==> src/rtl/cache_pkg.sv <==
// Shared types and helpers for the cache memory-side bridge.
// Line/beat geometry, FSM states and word-slice utilities.
package cache_pkg;

  localparam int ADDR_W  = 26;
  localparam int WORD_W  = 32;
  localparam int BEATS   = 4;
  localparam int LINE_W  = WORD_W * BEATS;
  localparam int BEAT_W  = $clog2(BEATS);
  localparam int WADDR_W = ADDR_W + BEAT_W;

  typedef logic [BEAT_W:0] cnt_t;

  localparam cnt_t BEAT_END = cnt_t'(BEATS);

  typedef enum logic [1:0] {
    IDLE,
    WR,
    RD,
    RESP
  } state_t;

  function automatic logic [WORD_W-1:0] word_of(
    input logic [LINE_W-1:0] line,
    input logic [BEAT_W-1:0] k
  );
    return line[WORD_W*int'(k) +: WORD_W];
  endfunction

  // Lowest enabled word index >= from, or BEAT_END if none remain.
  function automatic cnt_t next_beat(
    input logic [BEATS-1:0] mask,
    input cnt_t             from
  );
    cnt_t r;
    r = BEAT_END;
    for (int k = BEATS - 1; k >= 0; k--) begin
      if (mask[k] && cnt_t'(k) >= from) begin
        r = cnt_t'(k);
      end
    end
    return r;
  endfunction

endpackage

==> src/rtl/cache_line_assembler.sv <==
// Collects in-order read beats into a line buffer.
// Exposes the merged next-line so the caller can capture on the last beat.
module cache_line_assembler
  import cache_pkg::*;
(
  input  logic              clk,
  input  logic              rst,
  input  logic              clr,
  input  logic              en,
  input  logic [WORD_W-1:0] word,
  output logic [LINE_W-1:0] line_nxt,
  output logic              done
);

  cnt_t              ret_q, ret_d;
  logic [LINE_W-1:0] buf_q, buf_d;

  always_comb begin
    ret_d = ret_q;
    buf_d = buf_q;
    done  = 1'b0;
    if (clr) begin
      ret_d = '0;
    end else if (en) begin
      for (int k = 0; k < BEATS; k++) begin
        if (ret_q[BEAT_W-1:0] == BEAT_W'(k)) begin
          buf_d[k*WORD_W +: WORD_W] = word;
        end
      end
      ret_d = ret_q + 1'b1;
      done  = (ret_q == BEAT_END - 1'b1);
    end
  end

  assign line_nxt = buf_d;

  always_ff @(posedge clk) begin
    if (rst) begin
      ret_q <= '0;
      buf_q <= '0;
    end else begin
      ret_q <= ret_d;
      buf_q <= buf_d;
    end
  end

endmodule

==> src/rtl/cache_mem_bridge.sv <==
// Serialises 128-bit cache line requests into 32-bit memory beats
// and reassembles read beats into a line for the cache.
module cache_mem_bridge
  import cache_pkg::*;
(
  input  logic               clk,
  input  logic               rst,
  input  logic [ADDR_W-1:0]  i_c_addr,
  input  logic [BEATS-1:0]   i_c_byte_en,
  input  logic [LINE_W-1:0]  i_c_writedata,
  input  logic               i_c_read,
  input  logic               i_c_write,
  output logic [LINE_W-1:0]  o_c_readdata,
  output logic               o_c_readdata_valid,
  output logic               o_c_waitrequest,
  output logic [WADDR_W-1:0] o_w_addr,
  output logic [WORD_W-1:0]  o_w_writedata,
  output logic               o_w_read,
  output logic               o_w_write,
  input  logic [WORD_W-1:0]  i_w_readdata,
  input  logic               i_w_readdata_valid,
  input  logic               i_w_waitrequest
);

  state_t            state_q, state_d;
  logic [ADDR_W-1:0] addr_q, addr_d;
  logic [BEATS-1:0]  be_q, be_d;
  logic [LINE_W-1:0] wd_q, wd_d;
  logic [LINE_W-1:0] rdata_q, rdata_d;
  cnt_t              ptr_q, ptr_d;
  cnt_t              nxt;
  logic              asm_done;
  logic [LINE_W-1:0] asm_line;

  cache_line_assembler u_asm (
    .clk      (clk),
    .rst      (rst),
    .clr      (state_q != RD),
    .en       (i_w_readdata_valid),
    .word     (i_w_readdata),
    .line_nxt (asm_line),
    .done     (asm_done)
  );

  always_comb begin
    state_d = state_q;
    addr_d  = addr_q;
    be_d    = be_q;
    wd_d    = wd_q;
    rdata_d = rdata_q;
    ptr_d   = ptr_q;
    nxt     = next_beat(be_q, ptr_q + 1'b1);
    unique case (state_q)
      IDLE: begin
        if (i_c_write || i_c_read) begin
          addr_d = i_c_addr;
          be_d   = i_c_byte_en;
          wd_d   = i_c_writedata;
        end
        // Write wins over a simultaneous read.
        if (i_c_write) begin
          ptr_d   = next_beat(i_c_byte_en, '0);
          state_d = WR;
        end else if (i_c_read) begin
          ptr_d   = '0;
          state_d = RD;
        end
      end
      WR: begin
        if (ptr_q == BEAT_END) begin
          state_d = IDLE;
        end else if (!i_w_waitrequest) begin
          ptr_d = nxt;
          if (nxt == BEAT_END) begin
            state_d = IDLE;
          end
        end
      end
      RD: begin
        if (!ptr_q[BEAT_W] && !i_w_waitrequest) begin
          ptr_d = ptr_q + 1'b1;
        end
        if (asm_done) begin
          rdata_d = asm_line;
          state_d = RESP;
        end
      end
      RESP: begin
        state_d = IDLE;
      end
      default: begin
        state_d = IDLE;
      end
    endcase
  end

  always_ff @(posedge clk) begin
    if (rst) begin
      state_q <= IDLE;
      addr_q  <= '0;
      be_q    <= '0;
      wd_q    <= '0;
      rdata_q <= '0;
      ptr_q   <= '0;
    end else begin
      state_q <= state_d;
      addr_q  <= addr_d;
      be_q    <= be_d;
      wd_q    <= wd_d;
      rdata_q <= rdata_d;
      ptr_q   <= ptr_d;
    end
  end

  assign o_c_waitrequest    = (state_q != IDLE);
  assign o_c_readdata_valid = (state_q == RESP);
  assign o_c_readdata       = rdata_q;
  assign o_w_write     = (state_q == WR) && !ptr_q[BEAT_W];
  assign o_w_read      = (state_q == RD) && !ptr_q[BEAT_W];
  assign o_w_addr      = {addr_q, ptr_q[BEAT_W-1:0]};
  assign o_w_writedata = word_of(wd_q, ptr_q[BEAT_W-1:0]);

endmodule

==> config.mk <==
export PLATFORM = sky130hd
export DESIGN_NAME = cache_mem_bridge
export DESIGN_NICKNAME = d
export VERILOG_FILES = /design/src/rtl/cache_pkg.sv /design/src/rtl/cache_line_assembler.sv /design/src/rtl/cache_mem_bridge.sv
export SDC_FILE = /design/constraint.sdc
export NUM_CORES = 1
export LEC_CHECK = 0
export BUFFER_PORTS_ARGS = -buffer_cell sky130_fd_sc_hd__buf_2
export CAP_MARGIN = 20
export CORE_ASPECT_RATIO = 0.9
export CORE_MARGIN = 2
export CORE_UTILIZATION = 48
export CTS_CLUSTER_DIAMETER = 60
export CTS_CLUSTER_SIZE = 14
export DETAILED_ROUTE_END_ITERATION = 10
export GPL_ROUTABILITY_DRIVEN = 0
export PLACE_DENSITY_LB_ADDON = 0.15
export SETUP_SLACK_MARGIN = 0.3
export SLEW_MARGIN = 5
export SYNTH_ARGS = -nofsm -noshare
export SYNTH_HDL_FRONTEND = slang
export SYNTH_SLANG_ARGS = --single-unit
==> constraint.sdc <==
create_clock -name clk -period 2.55 [get_ports clk]
set_clock_uncertainty 0.05 [all_clocks]
set_input_delay 0.255 -clock clk [delete_from_list [all_inputs] [get_ports clk]]
set_output_delay 0.255 -clock clk [all_outputs]
set_load 0.02 [all_outputs]
== Word-level counts from Yosys, hierarchy flattened ==
Index checks and enable logic that the tools add are counted.
W data, S select, Z words.
Word-level totals
  register bits: 422
  input bits: 196
  output and inout bits: 192
  word-level logic and storage cells: 80
Cells by class
  add/subtract/negate cells: 2
  $lt $le $gt $ge: 4
  equal/unequal tests: 17
  shifts and indexed selects: 1
  muxes and demuxes: 29
  reduce and logical (&&, ||, !) cells: 19
Operators by type and width (count)
  $mux W128: 2
  $mux W32: 4
  $shiftx A128 B8 Y32: 1
  $mux W3: 13
  $mux W2: 6
  $ne A2 B2 Y1 const B: 5
  $ne A3 B3 Y1 const B: 3
  $pmux W3 S3: 1
  $eq A2 B2 Y1 const B: 4
  $pmux W2 S4: 1
  $logic_and A1 B1 Y1: 7
  $add A3 B1 Y3 const B: 2
  $eq A3 B3 Y1 const B: 2
  $ge A1 B3 Y1 const A: 2
  $ge A2 B3 Y1 const A: 2
  $reduce_and A5 Y1: 1
  $eq A2 B1 Y1 const B: 2
  $logic_not A2 Y1: 2
  $reduce_and A2 Y1: 2
  $reduce_and A4 Y1: 1
  $eq A3 B2 Y1 const B: 1
  $reduce_bool A3 Y1: 1
  $logic_not A1 Y1: 2
  $mux W1: 2
  3 further kinds: 3

== Logic depth before layout (Yosys ltp) ==
  depth in word-level cells: 12
  depth in mapped cells: 9
  mapped depth without buffers: 6

== By module ==
From an unflattened synthesis, not the netlist that was laid out.
Second synthesis, totals
  cells, all modules: 1981
  area total of the unflattened synthesis: 18012.3 um^2
By module, submodules not included
  cache_mem_bridge: times used 1, cells an instance 1365, area an instance 11120.7 um^2, sequential area each 5825.6 um^2
  cache_line_assembler: times used 1, cells an instance 616, area an instance 6891.6 um^2, sequential area each 2622.5 um^2

== Worst setup path after synthesis ==
OpenSTA, ideal clock, no wires.
  path type: register to register
  from: register ptr_q[0]
  to: register ptr_q[1]
  library setup time: 0.088 ns
  arrival: 2.679 ns
  required time: 2.412 ns
  path slack: -0.267 ns
  cell stages (with the launch flop): 10
  buffers on the path: 3
  period minus slack after synthesis: 2.817 ns
  path through: dfxtp_1 > buf_2 > buf_2 > buf_2 > inv_1 > ha_1 > nand3b_1 > a2111o_1 > or3b_1 > a311oi_2
On the way
  cells in the longest elaborated chain, start to end: 10
  elaborated cells between the ends (all ways): 20
  those cells by class: add/sub: 1; order compare: 4; eq/ne: 2; mux: 8; reduce/logical: 5
Ends and longest elaborated chain
  from (decl): line cache_mem_bridge.sv:30  | cnt_t ptr_q, ptr_d;
  from (signal assigned): line cache_mem_bridge.sv:111  | ptr_q <= ptr_d;
  $add A3 B1 Y3: line cache_mem_bridge.sv:52, cache_mem_bridge.sv:81
  $ge A2 B3 Y1: line cache_pkg.sv:38  | if (mask[k] && cnt_t'(k) >= from) begin
  $logic_and A1 B1 Y1: line cache_pkg.sv:38
  $mux W3 (4 in a row): line cache_pkg.sv:38
  $mux W3: line cache_mem_bridge.sv:72  | end else if (!i_w_waitrequest) begin
  $mux W3: line cache_mem_bridge.sv:70  | if (ptr_q == BEAT_END) begin
  $pmux W3 S3: line cache_mem_bridge.sv:53  | unique case (state_q)
Several ways; a longest one is shown, not always the timed one. The select of a mux whose other input is x is not followed.
A chain may end at the register's enable or synchronous reset.

== Worst setup path in the final report ==
  from: register ptr_q[1]
  to: output port o_w_writedata[8]
On the way
  cells in the longest elaborated chain, start to end: 1
Ends and longest elaborated chain
  $shiftx A128 B8 Y32: line cache_pkg.sv:27  | return line[WORD_W*int'(k) +: WORD_W];
  to (decl): line cache_mem_bridge.sv:17  | output logic [WORD_W-1:0] o_w_writedata,
No other way between the ends.

==> results.txt <==
CP endpoint kind: output port
htree depth: 2
routed len/inst: 16.9 um
Die Wd: 194 um
leading area contributor after synthesis: dfxtp_1
final setup vio count: 0
Total GRT Usage: 0.248
Initial DRT Pass Iterations: 5
vias in the first global route: 13.6k
top_reg_cell synth: dfxtp_1
Root Buffer: clkbuf_16
Post-DRT Antenna Nets: 0
area of the multi-input gates: 6600 um^2
CP required: 2250 ps
Crit path top cell by count: buf_12
Hold WC Path Type: input pin to flip-flop
sequential fraction of the synthesis area: 0.541
CP cell instances: buf_12 > buf_12 > mux4_2 > buf_6
f_max: 448 MHz
CTS tree: yes
Final Hold Viols: 0
first-pass GRT wire length: 69500 um
DR vias/cell: 5.26
Final period util: 0.876
WS Path Type: flip-flop to output port
Clock Sinks: 422
distinct cell type count after synthesis: 46
Pins Over Slew Limit: 0
initial antenna violation count: 5
worst skew pair latency: 520 ps
Max-Cap Viols: 0
Post-synth EDFFs: 0
share of cells above drive strength 1: 0.241
Detailed Place HPWL: 27200 um
Min-Delay Path Depth: 3
Synth top area share: 0.541
worst hold slack: 14.0 ps
DR iter-0 viols: 793
clock tree buffer depth: 3
Async S/R FF share, synth: 0
Vert. Die Dim: 175 um
outcome: completed
setup TNS: 0 ps
largest net degree at the start of global routing: 107
routed vias: 13.6k
Core ar.: 32000 um^2
Yosys warning count: 0
DRC violations left: 0
Clock transition at path regs: 70 ps
Arr. time, crit path: 1930 ps
# port buffers: 387
leakage power: 0.00953 uW
max_slew headroom: 0.496
Max IR drop VDD: 0.749 mV
Synth Area per Inst: 9.35 um^2
largest cells by area after synthesis: dfxtp_1 54%, mux2i_1 8.3%, nand2_1 7.7%
nature of the critical path startpoint: flip-flop
final wirelength: 43800 um
Worst Tran Pin Value: 757 ps
max incr delay on CP: 540 ps
pwr dens: 826 nW/um^2
net count after synthesis: 1879
slowest library cell on the worst path: mux4_2
Initial Utilization: 0.488
die footprint: 34000 um^2
Reg2Reg Depth: 7
Final min period: 2230 ps
CTS Buf Count: 36
Synth-to-Final Area Change: 34.8%
Layout Nets: 2378
Seq cells post-synth: 422
I/O pin count: 388
fillers: 2562
row count: 62
Crit Path Max Fanout: 6
Seq. cell area: 8460 um^2
Synth Instances: 1670
Synth Cell Area: 15600 um^2
gr ovfl total: 0
RSZ-0062 raised after global routing: yes
## power breakdown
| group | internal, uW | switching [uW] | total, uW |
|---|---|---|---|
| Clock | 2760 | 2330 | 5090 |
| Combinational | 1980 | 2620 | 4610 |
| Sequential | 7290 | 386 | 7670 |
## metrics by stage
| step | worst slack, ps | total power, uW | instances | utilization | cell area, um^2 |
|---|---|---|---|---|---|
| after floorplan | 248 | 10500 | 1670 | - | 15700 |
| after global placement | 401 | 11700 | 2370 | 0.565 | 18100 |
| after detailed placement | 243 | 11800 | 2370 | 0.565 | 18100 |
| after CTS | 288 | 17200 | 2587 | 0.653 | 20900 |
| after global routing | 265 | 18200 | 2594 | 0.658 | 21000 |
| final | 317 | 17400 | 2595 | 0.658 | 21000 |
## synthesized netlist by cell type, types with 2 or more instances
cell      instances
a211oi_1        133
a21oi_1         164
a311oi_1          4
buf_2            48
buf_4             2
clkbuf_1         83
dfxtp_1         422
ha_1             13
inv_1            12
mux2i_1         129
mux4_2           32
nand2_1         319
nand3_1           6
nand3b_1          2
nor2_1          265
nor2b_1           4
nor3_1            2
or3b_1            2
## logic make-up after synthesis
family,after synthesis,synth area share
AND/OR/NAND/NOR,609,0.151
flip-flops,422,0.541
AO/OA/AOI/OAI,315,0.127
multiplexers,161,0.129
buffers and inverters,148,0.0404
adder cells (fa/ha/maj),13,0.0104
XOR/XNOR,2,0.00112
## layout make-up
type	instances	area share
multi-input combinational	1100	0.314
clock buffer	41	0.0457
clock inverter	4	0.00250
tap	416	0.0247
antenna	3	0.000357
inverter	13	0.00232
sequential	422	0.402
timing repair buffer	596	0.209
## timing repair
item | in CTS | in global routing
setup endpoints to repair | 58 | 25
hold buffers | 165 | 0
setup buffers | 5 | 4
gates resized for setup | 8 | 39
gates cloned | 2 | 1
hold endpoints to repair | 174 | 0
## cell usage in the layout (no fill, tap or decap), types with 2 or more instances in the layout
cell type / netlist / routed
a211oi_1: 133 / 133
inv_1: 12 / 10
mux2i_1: 129 / 129
nand3_2: 0 / 3
nor2_1: 265 / 264
dfxtp_4: 0 / 2
buf_4: 2 / 16
nor3_1: 2 / 2
a21oi_1: 164 / 164
mux4_2: 32 / 32
dlygate4sd3_1: 0 / 165
clkbuf_1: 83 / 2
dfxtp_1: 422 / 420
nand3_1: 6 / 2
buf_2: 48 / 369
diode_2: 0 / 3
clkbuf_8: 0 / 2
inv_2: 1 / 3
or3b_1: 2 / 2
nor2b_1: 4 / 4
clkbuf_16: 0 / 38
inv_6: 0 / 2
a311oi_1: 4 / 4
nand2_1: 319 / 319
buf_12: 0 / 24
buf_6: 1 / 17
buf_16: 0 / 2
nand3b_1: 2 / 2
ha_1: 13 / 11
## state kept, by name, summed over array words and instances (netlist names)
register,cells
o_c_readdata,128
u_asm.buf_q,128
addr_q,26
wd_q,128
ptr_q,3
state_q,2
be_q,4
u_asm.ret_q,3
## path summary, 6_finish.rpt
kind / startpoint / to / slack [ps]
min: i_w_readdata[21] / u_asm.buf_q[85] / 10
max: ptr_q[1] / o_w_writedata[8] / 320
min reg2reg: wd_q[14] / wd_q[14] / 400
max reg2reg: ptr_q[1] / ptr_q[1] / 350
## routing by layer
metal | share of wire | track usage | wire [um] | vias up
li1 | - | - | - | 6661
met1 | 0.43 | 0.315 | 18700 | 6430
met4 | 0.037 | 0.100 | 1630 | 4
met3 | 0.065 | 0.0604 | 2850 | 126
met5 | 0.00048 | 0 | 21 | -
met2 | 0.47 | 0.407 | 20600 | 419
## critical path: cells and delay by family (launching register included)
kind / cells / cell delay [ps]
buffers and inverters: 3 / 430
flip-flops: 1 / 430
multiplexers: 1 / 540
(Power assumes the default switching activity.)
